### src/rtl/addsub_pkg.sv
// Shared constants and helpers for the pipelined adder/subtractor.
package addsub_pkg;

    localparam logic MODE_ADD = 1'b0;
    localparam logic MODE_SUB = 1'b1;

    function automatic int ceil_div(input int x, input int y);
        return (x + y - 1) / y;
    endfunction

endpackage

### src/rtl/addsub_segment.sv
// Combinational W-bit ripple slice; also exposes the carry into its MSB
// so the final slice can form the signed overflow flag.
module addsub_segment import addsub_pkg::*; #(
    parameter int W = 4
) (
    input  logic [W-1:0] a,
    input  logic [W-1:0] b,
    input  logic         cin,
    output logic [W-1:0] s,
    output logic         cout,
    output logic         cmsb
);

    logic [W:0] carry;

    assign carry[0] = cin;

    genvar gi;
    generate
        for (gi = 0; gi < W; gi++) begin : g_bit
            full_adder u_fa (
                .a    (a[gi]),
                .b    (b[gi]),
                .cin  (carry[gi]),
                .s    (s[gi]),
                .cout (carry[gi+1])
            );
        end
    endgenerate

    assign cout = carry[W];
    assign cmsb = carry[W-1];

endmodule

### src/rtl/full_adder.sv
// One-bit full-adder cell; the building block of every ripple slice.
module full_adder (
    input  logic a,
    input  logic b,
    input  logic cin,
    output logic s,
    output logic cout
);

    assign s    = a ^ b ^ cin;
    assign cout = (a & b) | (cin & (a ^ b));

endmodule

### src/rtl/pipelined_addsub.sv
// Pipelined N-bit adder/subtractor, one SEG-bit slice per stage, global stall.
// Define PIPELINED_ADDSUB_SAT_EN to clamp overflowed results to the signed extreme.
module pipelined_addsub import addsub_pkg::*; #(
    parameter int N   = 8,
    parameter int SEG = 4
) (
    input  logic         clk,
    input  logic         rst,
    input  logic         in_valid,
    output logic         in_ready,
    input  logic [N-1:0] a,
    input  logic [N-1:0] b,
    input  logic         sub,
    output logic         out_valid,
    input  logic         out_ready,
    output logic [N:0]   sum,
    output logic         overflow
);

    localparam int STAGES = ceil_div(N, SEG);
    localparam int LAST   = STAGES - 1;

    // Values entering each stage (stage 0 from the ports, later ones from registers)
    logic [N-1:0] a_stage   [STAGES];
    logic [N-1:0] b_stage   [STAGES];
    logic [N-1:0] r_stage   [STAGES];
    logic         c_stage   [STAGES];
    logic         sub_stage [STAGES];
    logic         v_stage   [STAGES];

    logic [N-1:0] r_next     [STAGES];
    logic         c_next     [STAGES];
    logic         cout_stage [STAGES];
    logic         cmsb_stage [STAGES];
    logic         ovf_next;

    logic [N-1:0] a_reg     [STAGES];
    logic [N-1:0] b_reg     [STAGES];
    logic [N-1:0] r_reg     [STAGES];
    logic         c_reg     [STAGES];
    logic         sub_reg   [STAGES];
    logic         valid_reg [STAGES];
    logic         ovf_reg;

    assign ovf_next = cout_stage[LAST] ^ cmsb_stage[LAST];

    genvar gi;
    generate
        for (gi = 0; gi < STAGES; gi++) begin : g_stage
            localparam int LO = gi * SEG;
            localparam int W  = ((N - LO) < SEG) ? (N - LO) : SEG;
            localparam logic [N-1:0] MASK = ({N{1'b1}} >> (N - W)) << LO;

            logic [W-1:0] seg_s;
            logic [N-1:0] r_merge;

            if (gi == 0) begin : g_head
                // Subtraction is A + ~B + 1: invert B up front, carry-in supplies the +1
                assign a_stage[gi]   = a;
                assign b_stage[gi]   = b ^ {N{sub == MODE_SUB}};
                assign r_stage[gi]   = '0;
                assign c_stage[gi]   = (sub == MODE_SUB);
                assign sub_stage[gi] = sub;
                assign v_stage[gi]   = in_valid;
            end else begin : g_link
                assign a_stage[gi]   = a_reg[gi-1];
                assign b_stage[gi]   = b_reg[gi-1];
                assign r_stage[gi]   = r_reg[gi-1];
                assign c_stage[gi]   = c_reg[gi-1];
                assign sub_stage[gi] = sub_reg[gi-1];
                assign v_stage[gi]   = valid_reg[gi-1];
            end

            addsub_segment #(.W(W)) u_seg (
                .a    (a_stage[gi][LO +: W]),
                .b    (b_stage[gi][LO +: W]),
                .cin  (c_stage[gi]),
                .s    (seg_s),
                .cout (cout_stage[gi]),
                .cmsb (cmsb_stage[gi])
            );

            assign r_merge = (r_stage[gi] & ~MASK) | (N'(seg_s) << LO);

            if (gi == LAST) begin : g_tail
                // Carry register of the last stage holds sum[N]: borrow is the inverted carry
                assign c_next[gi] = cout_stage[gi] ^ sub_stage[gi];
`ifdef PIPELINED_ADDSUB_SAT_EN
                // A wrapped-negative MSB means the true result overflowed positive
                assign r_next[gi] = ovf_next ? {~r_merge[N-1], {(N-1){r_merge[N-1]}}} : r_merge;
`else
                assign r_next[gi] = r_merge;
`endif
            end else begin : g_mid
                assign c_next[gi] = cout_stage[gi];
                assign r_next[gi] = r_merge;
            end
        end
    endgenerate

    assign out_valid = valid_reg[LAST];
    assign in_ready  = out_ready || !out_valid;
    assign sum       = {c_reg[LAST], r_reg[LAST]};
    assign overflow  = ovf_reg;

    always_ff @(posedge clk) begin
        if (rst) begin
            for (int k = 0; k < STAGES; k++) begin
                valid_reg[k] <= 1'b0;
                a_reg[k]     <= '0;
                b_reg[k]     <= '0;
                r_reg[k]     <= '0;
                c_reg[k]     <= 1'b0;
                sub_reg[k]   <= 1'b0;
            end
            ovf_reg <= 1'b0;
        end else if (in_ready) begin
            for (int k = 0; k < STAGES; k++) begin
                valid_reg[k] <= v_stage[k];
                a_reg[k]     <= a_stage[k];
                b_reg[k]     <= b_stage[k];
                r_reg[k]     <= r_next[k];
                c_reg[k]     <= c_next[k];
                sub_reg[k]   <= sub_stage[k];
            end
            ovf_reg <= ovf_next;
        end
    end

endmodule

### config.mk
export PLATFORM = sky130hd
export DESIGN_NAME = pipelined_addsub
export DESIGN_NICKNAME = d
export VERILOG_FILES = /design/src/rtl/addsub_pkg.sv /design/src/rtl/addsub_segment.sv /design/src/rtl/full_adder.sv /design/src/rtl/pipelined_addsub.sv
export SDC_FILE = /design/constraint.sdc
export NUM_CORES = 1
export LEC_CHECK = 0
export BUFFER_PORTS_ARGS = -buffer_cell sky130_fd_sc_hd__buf_4
export CAP_MARGIN = 20
export CORE_MARGIN = 3
export CORE_UTILIZATION = 36
export CTS_BUF_LIST = sky130_fd_sc_hd__clkbuf_8
export CTS_CLUSTER_SIZE = 24
export DETAILED_ROUTE_END_ITERATION = 8
export SLEW_MARGIN = 20
export SYNTH_ARGS = -nofsm -noshare
export SYNTH_HDL_FRONTEND = slang
export SYNTH_HIERARCHICAL = 1
export SYNTH_SLANG_ARGS = --single-unit
### constraint.sdc
create_clock -name clk -period 3.4 [get_ports clk]
set_input_delay 0.68 -clock clk [delete_from_list [all_inputs] [get_ports clk]]
set_output_delay 0.68 -clock clk [all_outputs]
set_load 0.05 [all_outputs]
==> After elaboration in Yosys (flattened, before gate mapping) <==
Memory sizes are Yosys's and may differ from the RTL's.
Index checks and enable logic that the tools add are counted.
{ "classes": {"muxes": 17, "bitwise": 56, "n_reduce_logical": 2} }
{ "ops": {"columns": ["op", "n"], "rows": [
  ["$mux W8", 6],
  ["$or A1 B1 Y1", 20],
  ["$xor A1 B1 Y1", 18],
  ["$and A1 B1 Y1", 16],
  ["$mux W1", 11],
  ["$or A4 B8 Y8", 1],
  ["$xor A8 B8 Y8", 1],
  ["$logic_not A1 Y1", 1],
  ["$logic_or A1 B1 Y1", 1]
]} }
{ "word_totals": {"register_bits": 1, "mem_bits_rw": 54, "inputBits": 21, "out_inout_bits": 12, "elab_cells": 82, "memories": 6} }
{ "memory_table": {"columns": ["memory", "depth", "word_bits", "read_ports", "rd_ports_with_merged_regs", "wr", "line", "source"], "rows": [
  ["a_reg", 2, 8, 1, 0, 2, "pipelined_addsub.sv:37", "logic [N-1:0] a_reg [STAGES];"],
  ["b_reg", 2, 8, 1, 0, 2, "pipelined_addsub.sv:38", "logic [N-1:0] b_reg [STAGES];"],
  ["r_reg", 2, 8, 2, 0, 2, "pipelined_addsub.sv:39", "logic [N-1:0] r_reg [STAGES];"],
  ["c_reg", 2, 1, 2, 0, 2, "pipelined_addsub.sv:40", "logic c_reg [STAGES];"],
  ["sub_reg", 2, 1, 1, 0, 2, "pipelined_addsub.sv:41", "logic sub_reg [STAGES];"],
  ["valid_reg", 2, 1, 2, 0, 2, "pipelined_addsub.sv:42", "logic valid_reg [STAGES];"]
]} }

==> Longest topological paths before layout <==
An unclocked memory read counts as a cell.
{ "logic_depth": {"ltp_word": 12, "mapped_depth": 7, "ltp_nobuf": 6} }

==> By module <==
Netlist, hierarchy kept.
{ "by_module_without_submodules": {"columns": ["module", "instances", "cells_each", "area_per_inst_um2", "seq_area_each_um2"], "rows": [
  ["pipelined_addsub", 1, 74, 1231.2, 770.7],
  ["full_adder", 8, 1, 20.0, 0.0]
]} }

==> Worst setup path after synthesis <==
No wires, ideal clock.
{ "synth_timing": {"path_type": "input port to flip-flop", "from": "input sub", "to": "memory r_reg[0][3], data pin", "setup_ps": 264, "arrival_time_ps": 2760, "required_ps": 3136, "setup_slack_ps": 376, "path_stages": 7, "path_buffers": 1, "cell_sequence": "buf_2 -> xor2_1 -> fa_1 -> fa_1 -> fa_1 -> fa_1 -> nor3b_2"} }
{ "synth_lines": {"columns": ["item", "line", "source"], "rows": [
  ["start: declaration", "pipelined_addsub.sv:13", "input logic sub,"],
  ["end: declaration", "pipelined_addsub.sv:39", null]
]} }

==> flow_summary_export.csv <==
group,metric,value,unit
cts,ctsResizeCount,0,
cts,post_cts_buffers,0,
critical_path,ff2ff_path_depth,6,
yosys,synth_seq_cells,26,
critical_path,cp_max_fo,10,
critical_path,required,3410,ps
global_route,grt_usage,10.2,%
cts,cts_tree,"yes",
global_route,grt-ovfl-total,0,
die,dieWidth,68.2,um
cts,hold_buffers,0,
die,die_area,4650,um^2
yosys,syn_area,1390,um^2
yosys,syn_nets,111,
timing,worst_pin_slew,394,ps
die,start_util,39.5,%
critical_path,end_kind,"flip-flop",
critical_path,worstSetupStartpointType,"input pin",
placed_design,numPortBuffers,32,
critical_path,crit_type,"in -> reg",
drt,viasPerCell,4.68,
yosys,synth_warnings,6,
timing,slew_violations,0,
finish,syn_to_final_growth,22.2,%
cts,cts_root_buf,"clkbuf_8",
finish,nNetsFinal,142,
cts,clkTransAtPathRegs,90,ps
global_route,grt_pass1_vias,784,
critical_path,path_cells,"buf_4, xor2_1, fa_1, fa_1, fa_1, fa_1, nor3b_2",
timing,slew_headroom,73.7,%
die,ios,33,
yosys,ys_types,15,
global_route,grt_pass1_wl,3450,um
job,maxCapViolations,0,
critical_path,timing.rr.end,"c_reg[0][1]",
timing,fin_crit_sh,83.0,%
hold_path,min_from,"r_reg[0][3]",
drt,wl_met3,142,um
die,core_area,3520,um^2
power_and_ir_drop,p_leak,0.681,nW
drt,dr_wl_met2,1020,um
global_route,grt_max_degree,28,
timing,fmax,0.354,GHz
finish,fillCellCount,317,
critical_path,crit_path_frequent_cell,"fa_1",
placed_design,dp_hpwl,1440,um
placed_design,place_congestion,0.711,
timing,fin_skew,1.52,ps
hold_path,hold_depth,1,
power_and_ir_drop,power_density,470,nW/um^2
timing,worst_hold_slack,571,ps
critical_path,slowest_delay,430,ps
drt,num_vias,739,
placed_design,dp_cells,154,
finish,drive_gt1_share,54.5,%
drt,drc_errors,0,
yosys,ys_seq_area_share,55.4,%
finish,fin_cells,158,
hold_path,hp-class,"reg -> reg",
timing,rsz0062_at_grt,"no",
drt,wl_met1,841,um
cts,cts_sinks,26,
critical_path,arrival,2830,ps
finish,antenna-diode-count,0,
drt,top_layer_used,"met4",
die,row_count,21,
critical_path,rrSetupSlack,810,ps
critical_path,cp_slowest_cell,"fa_1",
hold_path,hold_path_end,"r_reg[0][11]",
drt,wl_per_cell,12.8,um
cts,htreeDepth,1,
drt,drt_wl_total,2020,um
cts,insertion_delay,260,ps
cts,clockBufferDepth,2,
timing,hold_viol,0,
cts,cts_buffers,3,
drt,drt.antenna.violating_nets,0,
drt,drtPass1Iterations,2,
timing,period_minus_slack,2820,ps
yosys,avgSynthCellArea,17.0,um^2
die,die_h,68.2,um
power_and_ir_drop,ir_drop,0.000258,V
timing,fin_tns_setup,0,ps
timing,finalSetupViolations,0,
drt,drt_iter0_markers,16,
critical_path,r2r-start,"a_reg[0][4]",
status,status,"complete, no violations",
finish,largest_register_ffs,12,
global_route,antenna_found_initial,0,
yosys,syn_inst,82,
## per-layer routing
metal  global-route usage (%)  vias to the layer above
li1                         -                      352
met1                     12.1                      361
met2                     17.1                       24
met3                     3.78                        2
met4                     2.98                        0
met5                        0                        -
## placed cells by master (no fill, tap or decap)
| cell | instances |
|---|---|
| nor3b_1 | 6 |
| xnor2_1 | 6 |
| nor3_2 | 5 |
| nand2b_1 | 1 |
| buf_4 | 34 |
| edfxtp_1 | 25 |
| a211oi_2 | 1 |
| nor3b_2 | 15 |
| nor2b_2 | 1 |
| dfxtp_1 | 1 |
| xor2_1 | 4 |
| clkbuf_8 | 4 |
| inv_2 | 1 |
| fa_1 | 8 |
## cells in the mapped netlist
master,n,area [um^2]
edfxtp_1,25,751
a211oi_2,1,12.5
fa_1,8,160
nor3b_2,15,188
nor3b_1,6,45.0
xnor2_1,6,52.6
buf_6,3,33.8
xor2_1,4,35.0
nor3_2,5,50.1
buf_2,4,20.0
dfxtp_1,1,20.0
nor2b_1,1,6.26
inv_2,1,3.75
nand2b_1,1,6.26
buf_4,1,7.51
## power by group
group / internal, mW / leakage, nW / switching (mW)
combinational: 0.0853 / 0.354 / 0.114
clock: 0.103 / 0.0288 / 0.0913
sequential: 0.394 / 0.299 / 0.0118
## stage by stage
step | setup WS, ps | total power [mW] | util (%) | area (um^2)
global route | 538 | 0.846 | 48.3 | 1700
floorplan | 376 | 0.559 | - | 1390
detailed placement | 279 | 0.616 | 46.7 | 1650
finish | 579 | 0.800 | 48.3 | 1700
global placement | 336 | 0.614 | 46.7 | 1650
CTS | 574 | 0.812 | 48.3 | 1700
## critical path: cells and delay by family
| kind | cells | cell delay (ps) |
|---|---|---|
| XOR/XNOR | 1 | 180 |
| adder cells (fa/ha/maj) | 4 | 1640 |
| buffers and inverters | 1 | 170 |
| AND/OR/NAND/NOR | 1 | 160 |
## worst max path at each step
stage,cells past startpoint,end,slack (ps),startpoint
after CTS,7,r_reg[0][3],570,sub
after global routing,7,r_reg[0][3],540,sub
final,7,r_reg[0][3],580,sub
after floorplan,7,r_reg[0][3],380,sub
after global placement,7,r_reg[0][3],340,sub
after detailed placement,7,r_reg[0][3],280,sub
## layout make-up
type	count	area, um^2	share of cell area, %
tap	46	57.6	3.38
sequential	26	771	45.3
inverter	1	3.75	0.221
clock buffer	4	55.1	3.24
multi-input combinational	47	558	32.8
timing repair buffer	34	255	15.0
## cell families (layout without fill, tap and decap cells)
| family | Yosys count | in the layout | synth area share (%) |
|---|---|---|---|
| AO/OA/AOI/OAI | 1 | 1 | 0.899 |
| XOR/XNOR | 10 | 10 | 6.29 |
| adder cells (fa/ha/maj) | 8 | 8 | 11.5 |
| buffers and inverters | 9 | 39 | 4.68 |
| flip-flops | 26 | 26 | 55.4 |
| AND/OR/NAND/NOR | 28 | 28 | 21.2 |
No activity file was read; power rests on OpenSTA's default activity.
